==> src/rtl/uart_dbg_bridge.sv <==
// Host UART debug bridge: pops command bytes, drives SRAM reads/writes,
// holds the CPU in reset while the host owns memory, replies over UART.
// Ports: clk/rst (sync, active-high); rx_rd/rx_d_valid/rx_rdata (RX FIFO);
//   tx_wr/tx_wdata/tx_tbr_valid (transmitter); mem_addr/mem_wdata/mem_wr/
//   mem_rdata (SRAM, 1-cycle read latency); cpu_hold (CPU held in reset).
// Build option: DBG_BRIDGE_CKSUM_EN adds a trailing XOR checksum byte to W/R.
module uart_dbg_bridge #(
  parameter int ADDR_WIDTH     = 13,
  parameter int DATA_WIDTH     = 16,
  parameter int TIMEOUT_CYCLES = 1000000
) (
  input  logic                  clk,
  input  logic                  rst,
  output logic                  rx_rd,
  input  logic                  rx_d_valid,
  input  logic [7:0]            rx_rdata,
  output logic                  tx_wr,
  output logic [7:0]            tx_wdata,
  input  logic                  tx_tbr_valid,
  output logic [ADDR_WIDTH-1:0] mem_addr,
  output logic [DATA_WIDTH-1:0] mem_wdata,
  output logic                  mem_wr,
  input  logic [DATA_WIDTH-1:0] mem_rdata,
  output logic                  cpu_hold
);

  localparam int TW = $clog2(TIMEOUT_CYCLES + 1);

  localparam logic [3:0] S_IDLE     = 4'd0;
  localparam logic [3:0] S_GET_AH   = 4'd1;
  localparam logic [3:0] S_GET_AL   = 4'd2;
  localparam logic [3:0] S_GET_DH   = 4'd3;
  localparam logic [3:0] S_GET_DL   = 4'd4;
  localparam logic [3:0] S_GET_CK   = 4'd5;
  localparam logic [3:0] S_MEM_WR   = 4'd6;
  localparam logic [3:0] S_MEM_RD   = 4'd7;
  localparam logic [3:0] S_RD_WAIT  = 4'd8;
  localparam logic [3:0] S_SEND_HI  = 4'd9;
  localparam logic [3:0] S_SEND_LO  = 4'd10;
  localparam logic [3:0] S_SEND_ACK = 4'd11;

  localparam logic [7:0] ACK = 8'h06;
  localparam logic [7:0] NAK = 8'h15;

  logic [3:0]            state_q, state_d;
  logic                  rx_rd_q, rx_rd_d;
  logic                  tx_wr_q, tx_wr_d;
  logic [7:0]            tx_wdata_q, tx_wdata_d;
  logic                  mem_wr_q, mem_wr_d;
  logic [ADDR_WIDTH-1:0] mem_addr_q, mem_addr_d;
  logic [DATA_WIDTH-1:0] mem_wdata_q, mem_wdata_d;
  logic                  hold_q, hold_d;
  logic [7:0]            ah_q, ah_d;
  logic [7:0]            dh_q, dh_d;
  logic                  wr_op_q, wr_op_d;
  logic                  ok_q, ok_d;
  logic [7:0]            csum_q, csum_d;
  logic [15:0]           rd_q, rd_d;
  logic [7:0]            resp_q, resp_d;
  logic [TW-1:0]         tmo_q, tmo_d;

  // A byte is taken only when no pop is already in flight, so the FIFO
  // head seen here is never the one being popped this cycle.
  logic take, can_tx, in_get;
  assign take   = rx_d_valid && !rx_rd_q;
  // The cycle after a load, tx_tbr_valid has not yet risen.
  assign can_tx = !tx_tbr_valid && !tx_wr_q;
  assign in_get = (state_q >= S_GET_AH) && (state_q <= S_GET_CK);

  always_comb begin
    state_d     = state_q;
    rx_rd_d     = 1'b0;
    tx_wr_d     = 1'b0;
    tx_wdata_d  = tx_wdata_q;
    mem_wr_d    = 1'b0;
    mem_addr_d  = mem_addr_q;
    mem_wdata_d = mem_wdata_q;
    hold_d      = hold_q;
    ah_d        = ah_q;
    dh_d        = dh_q;
    wr_op_d     = wr_op_q;
    ok_d        = ok_q;
    csum_d      = csum_q;
    rd_d        = rd_q;
    resp_d      = resp_q;
    tmo_d       = '0;

    if (in_get) begin
      if (take) begin
        rx_rd_d = 1'b1;
        csum_d  = csum_q ^ rx_rdata;
      end else if (tmo_q == TW'(TIMEOUT_CYCLES - 1)) begin
        state_d = S_IDLE;
      end else begin
        tmo_d = tmo_q + TW'(1);
      end
    end

    case (state_q)
      S_IDLE: if (take) begin
        rx_rd_d = 1'b1;
        csum_d  = rx_rdata;
        ok_d    = 1'b1;
        wr_op_d = (rx_rdata == 8'h57);
        resp_d  = ACK;
        state_d = S_SEND_ACK;
        case (rx_rdata)
          8'h48:        hold_d  = 1'b1;
          8'h47:        hold_d  = 1'b0;
          8'h57, 8'h52: state_d = S_GET_AH;
          default:      resp_d  = NAK;
        endcase
      end
      S_GET_AH: if (take) begin
        ah_d    = rx_rdata;
        state_d = S_GET_AL;
      end
      S_GET_AL: if (take) begin
        mem_addr_d = ADDR_WIDTH'({ah_q, rx_rdata});
`ifdef DBG_BRIDGE_CKSUM_EN
        state_d = wr_op_q ? S_GET_DH : S_GET_CK;
`else
        state_d = wr_op_q ? S_GET_DH : S_MEM_RD;
`endif
      end
      S_GET_DH: if (take) begin
        dh_d    = rx_rdata;
        state_d = S_GET_DL;
      end
      S_GET_DL: if (take) begin
        mem_wdata_d = DATA_WIDTH'({dh_q, rx_rdata});
`ifdef DBG_BRIDGE_CKSUM_EN
        state_d = S_GET_CK;
`else
        state_d = S_MEM_WR;
`endif
      end
      S_GET_CK: if (take) begin
        ok_d    = (rx_rdata == csum_q);
        state_d = wr_op_q ? S_MEM_WR : S_MEM_RD;
      end
      S_MEM_WR: begin
        mem_wr_d = hold_q && ok_q;
        resp_d   = (hold_q && ok_q) ? ACK : NAK;
        state_d  = S_SEND_ACK;
      end
      S_MEM_RD: begin
        resp_d  = NAK;
        state_d = (hold_q && ok_q) ? S_RD_WAIT : S_SEND_ACK;
      end
      S_RD_WAIT: begin
        rd_d    = 16'(mem_rdata);
        state_d = S_SEND_HI;
      end
      S_SEND_HI: if (can_tx) begin
        tx_wr_d    = 1'b1;
        tx_wdata_d = rd_q[15:8];
        state_d    = S_SEND_LO;
      end
      S_SEND_LO: if (can_tx) begin
        tx_wr_d    = 1'b1;
        tx_wdata_d = rd_q[7:0];
        state_d    = S_IDLE;
      end
      S_SEND_ACK: if (can_tx) begin
        tx_wr_d    = 1'b1;
        tx_wdata_d = resp_q;
        state_d    = S_IDLE;
      end
      default: state_d = S_IDLE;
    endcase
  end

  always_ff @(posedge clk) begin
    if (rst) begin
      state_q     <= S_IDLE;
      rx_rd_q     <= 1'b0;
      tx_wr_q     <= 1'b0;
      tx_wdata_q  <= '0;
      mem_wr_q    <= 1'b0;
      mem_addr_q  <= '0;
      mem_wdata_q <= '0;
      hold_q      <= 1'b0;
      ah_q        <= '0;
      dh_q        <= '0;
      wr_op_q     <= 1'b0;
      ok_q        <= 1'b0;
      csum_q      <= '0;
      rd_q        <= '0;
      resp_q      <= '0;
      tmo_q       <= '0;
    end else begin
      state_q     <= state_d;
      rx_rd_q     <= rx_rd_d;
      tx_wr_q     <= tx_wr_d;
      tx_wdata_q  <= tx_wdata_d;
      mem_wr_q    <= mem_wr_d;
      mem_addr_q  <= mem_addr_d;
      mem_wdata_q <= mem_wdata_d;
      hold_q      <= hold_d;
      ah_q        <= ah_d;
      dh_q        <= dh_d;
      wr_op_q     <= wr_op_d;
      ok_q        <= ok_d;
      csum_q      <= csum_d;
      rd_q        <= rd_d;
      resp_q      <= resp_d;
      tmo_q       <= tmo_d;
    end
  end

  assign rx_rd     = rx_rd_q;
  assign tx_wr     = tx_wr_q;
  assign tx_wdata  = tx_wdata_q;
  assign mem_wr    = mem_wr_q;
  assign mem_addr  = mem_addr_q;
  assign mem_wdata = mem_wdata_q;
  assign cpu_hold  = hold_q;

endmodule

==> config.mk <==
export PLATFORM = sky130hd
export DESIGN_NAME = uart_dbg_bridge
export DESIGN_NICKNAME = d
export VERILOG_FILES = /design/src/rtl/uart_dbg_bridge.sv
export SDC_FILE = /design/constraint.sdc
export NUM_CORES = 1
export LEC_CHECK = 0
export CORE_MARGIN = 10
export CORE_UTILIZATION = 38
export DETAILED_ROUTE_END_ITERATION = 8
export PLACE_DENSITY = 0.67
export SLEW_MARGIN = 25
export SYNTH_ARGS = -nofsm -noshare
export SYNTH_HDL_FRONTEND = slang
export SYNTH_SLANG_ARGS = --single-unit
==> constraint.sdc <==
create_clock -name clk -period 4.1 [get_ports clk]
set_input_delay 0.82 -clock clk [delete_from_list [all_inputs] [get_ports clk]]
set_output_delay 0.82 -clock clk [all_outputs]
set_load 0.02 [all_outputs]
==> impl_metrics.toml <==
[status]
outcome = "completed"

[logic_synthesis]
synth_adder_area_share_pct = 0.271
synth-compound-area-share_pct = 12.1
yosysWarnings = 0
yosys.area_share.simple_pct = 25.1
yosys.area_share.xor_xnor_pct = 5.12
mappedNetlistArea_um2 = 4620
postSynthCellCount = 534
synthFlopType = "sky130_fd_sc_hd__dfxtp_1"
syn-mean-instance-area_um2 = 8.65
ys_seq_area_share_pct = 46.4
synth.lib_cells_used.distinct = 56
synth_seq_cells = 107
synth-edff-count = 0
main_combinational_cell_family_by_area_after_synthesis = "simple AND/OR/NAND/NOR gates"
synth-async-reset-ratio_pct = 0
post_synth_mux_area_share_pct = 6.29
mappedNetlistNets = 563

[detailed_routing]
wl_um = 11100
avgRoutedWirePerCell_um = 15.2
drt_pass1_iterations = 5
drt-initial-drc-count = 186
drc = 0
routed-via-count = 3774
avgViaCountPerCell = 5.18
drtAntennaViolNets = 0

[floorplan]
floorplan.die_area_um2 = 17000
die_h_um = 130
initial_utilization_pct = 38.6
fp.dieW_um = 130
fp-row-count = 40
boundaryPins = 69
core_area_um2 = 12000

[sta]
worst_clock_skew_ps = 9.43
finalHoldViolations = 0
sum_neg_setup_slack_ps = 0
layout_setup_ws_ps = 1600
final_number_of_setup_violating_endpoints = 0
final_max_slew_viol_count = 0
timing.final.crit_period_ps = 2500
unrepaired_setup_endpoints_after_global_routing = "no"
achievable-frequency_mhz = 400
worst-slew-pin-transition_ps = 963
timing.max_slew.rel_slack_pct = 35.7
period_share_pct = 61.0

[layout]
filler_cell_count = 1141
mostFrequentLayoutCell = "sky130_fd_sc_hd__dfxtp_1"
drive_above_1_share_pct = 5.16
sequential_cell_area_um2 = 2140
syn_to_final_growth_pct = 22.4
multiInputGateArea_um2 = 2260
final_nets = 606
layout_common_cells = "sky130_fd_sc_hd__dfxtp_1 (107), sky130_fd_sc_hd__nand2_1 (95), sky130_fd_sc_hd__clkdlybuf4s50_1 (67)"
num_antenna_cells = 0

[critical_path]
timing.critical_path.cells = "clkdlybuf4s50_1, nor4b_4, nand3b_1, o2111ai_1, o2bb2ai_1"
timing.reg2reg.setup_slack_ps = 1630
critical_path.max_stage_delay_ps = 690
timing_worst_setup_path_type = "in -> reg"
cp-end-kind = "register"
r2r_start = "tmo_q[0]"
worst_ep_arrival_time_ps = 2770
cp_data_required_time_ps = 4370
crit-reg2reg-capture = "tmo_q[14]"
worstSetupStartpointType = "input pin"
critPathSlowestCell = "sky130_fd_sc_hd__nand3b_1"
worst_r2r_path_depth = 6
critical_path_peak_fanout = 14

[global_routing]
maximum_number_of_pins_on_one_net_before_global_route_repair = 50
wire_length_of_the_first_global_routing_pass_um = 18500
grt_usage_pct = 13.6
grt_antenna_before_repair = 0
globalRouteOverflowTotal = 0
grt_pass1_vias = 3695

[power]
static-leakage-power_nw = 1.99
powerDensity_nw_per_um2 = 503
power.ir.vdd_worst_uv = 238

[clocking]
htreeDepth = 3
cts.sink_count = 107
tritoncts = "built"
cts-resized-gates = 0
hold_bufs_inserted_after_cts = 0
clkLatencyLatePin_ps = 350
cts-buffers-inserted = 9
clock_tree.buffer_depth = 2
clockRootBuffer = "sky130_fd_sc_hd__clkbuf_16"
cts_setup_buffers = 0
cts.clk_slew.worst_paths_ps = 70

[job]
maxCapViolCount = 0

[hold_path]
terminating_pin_of_the_worst_hold_path = "rd_q[13]"
worstHoldStart = "rd_q[13]"
timing.hold.worst_path_depth = 2
hold_class = "reg -> reg"

[place]
routabilityCongestion = 0.843
dp_slack_ps = 1210
numPortBuffers = 68
place_hpwl_um = 7770
==> worst max-delay path: cells and delay by family <==
kind	cells	cell delay, ps
simple gates	2	950
buf+inv	1	510
compound gates	2	490
==> worst max-delay path by stage <==
stage,end,from,cells after the start
5_1_grt,mem_addr[1],rx_d_valid,5
2_1_floorplan,cpu_hold,rx_rdata[1],5
4_1_cts,mem_addr[1],rx_d_valid,5
6_report,state_q[1],rx_d_valid,5
3_3_place_gp,cpu_hold,rx_rdata[3],5
3_5_place_dp,mem_addr[2],rx_d_valid,5
==> cell type report <==
class | count | area share (%)
clock inverter | 4 | 1.73
inverter | 6 | 0.398
clock buffer | 11 | 4.47
sequential | 107 | 37.9
multi-input combinational | 383 | 40.0
timing repair buffer | 70 | 12.2
tap | 147 | 3.25
==> registers in the layout (all words and copies together) (netlist names) <==
signal	flops
resp_q	3
tmo_q	20
rd_q	16
tx_wdata	8
mem_wr	1
ok_q	1
tx_wr	1
mem_wdata	16
wr_op_q	1
cpu_hold	1
state_q	4
mem_addr	13
dh_q	8
rx_rd	1
csum_q	8
ah_q	5
==> cells by family (layout without fill, tap and decap cells) <==
logic type,count (synthesis),in the layout
compound gates,87,87
mux,29,29
xor+xnor,27,27
flops,107,107
simple gates,239,239
buf+inv,44,91
fa+ha+maj,1,1
==> per-layer routing <==
| layer | GRT usage (%) | part of all wire [%] |
|---|---|---|
| met1 | 16.2 | 44 |
| met2 | 22.1 | 47 |
| met3 | 5.27 | 6.6 |
| met4 | 4.63 | 1.7 |
| met5 | 0 | 0 |
==> power breakdown <==
part	switching, W	internal [W]
clock	0.000376	0.000627
sequential	0.000132	0.00114
combinational	0.000329	0.000243
==> per-stage QoR <==
stage | total power, W | util [%] | instances | area, um^2 | hold slack [ps]
6_report | 0.00285 | 47.3 | 728 | 5650 | 458
5_1_grt | 0.00299 | 47.3 | 728 | 5650 | 477
4_1_cts | 0.00287 | 47.2 | 728 | 5650 | 459
3_5_place_dp | 0.00186 | 44.3 | 713 | 5300 | 445
3_3_place_gp | 0.00185 | 44.3 | 713 | 5300 | 440
2_1_floorplan | 0.00170 | - | 534 | 4620 | 430
==> Yosys cell counts (2+ instances only) <==
master                      count  area, um^2
sky130_fd_sc_hd__nor3_1         3        15.0
sky130_fd_sc_hd__nor3b_2        2        25.0
sky130_fd_sc_hd__and3_1         6        37.5
sky130_fd_sc_hd__nor3_2         2        20.0
sky130_fd_sc_hd__a221oi_1       2        17.5
sky130_fd_sc_hd__inv_1          6        22.5
sky130_fd_sc_hd__nand2_1       95         357
sky130_fd_sc_hd__nand2b_1       4        25.0
sky130_fd_sc_hd__buf_6          2        22.5
sky130_fd_sc_hd__nand4_1        8        50.1
sky130_fd_sc_hd__xor2_1        10        87.6
sky130_fd_sc_hd__nor3b_1        2        15.0
sky130_fd_sc_hd__o31ai_1        2        15.0
sky130_fd_sc_hd__nor4_1         5        31.3
sky130_fd_sc_hd__and2_1         2        12.5
sky130_fd_sc_hd__a21oi_1       49         245
sky130_fd_sc_hd__o211ai_1       3        22.5
sky130_fd_sc_hd__buf_4          2        15.0
sky130_fd_sc_hd__a2111oi_0      2        17.5
sky130_fd_sc_hd__nand3b_1       9        67.6
sky130_fd_sc_hd__clkbuf_1      18        67.6
sky130_fd_sc_hd__a311oi_1       4        35.0
sky130_fd_sc_hd__o311a_1        2        20.0
sky130_fd_sc_hd__a211oi_1       2        15.0
sky130_fd_sc_hd__dfxtp_1      107        2140
sky130_fd_sc_hd__nand3_1       21         105
sky130_fd_sc_hd__nor2_1        63         236
sky130_fd_sc_hd__xnor2_1       17         149
sky130_fd_sc_hd__buf_2         13        65.1
sky130_fd_sc_hd__nor4_2         2        25.0
sky130_fd_sc_hd__mux2i_1       29         290
sky130_fd_sc_hd__o21ai_0        3        15.0
sky130_fd_sc_hd__a31oi_1        3        18.8
sky130_fd_sc_hd__or3_1          3        18.8
sky130_fd_sc_hd__nor2b_1        3        18.8
sky130_fd_sc_hd__and4_1         2        17.5
sky130_fd_sc_hd__a21o_1         7        52.6
Power figures use the tool's default switching activity.
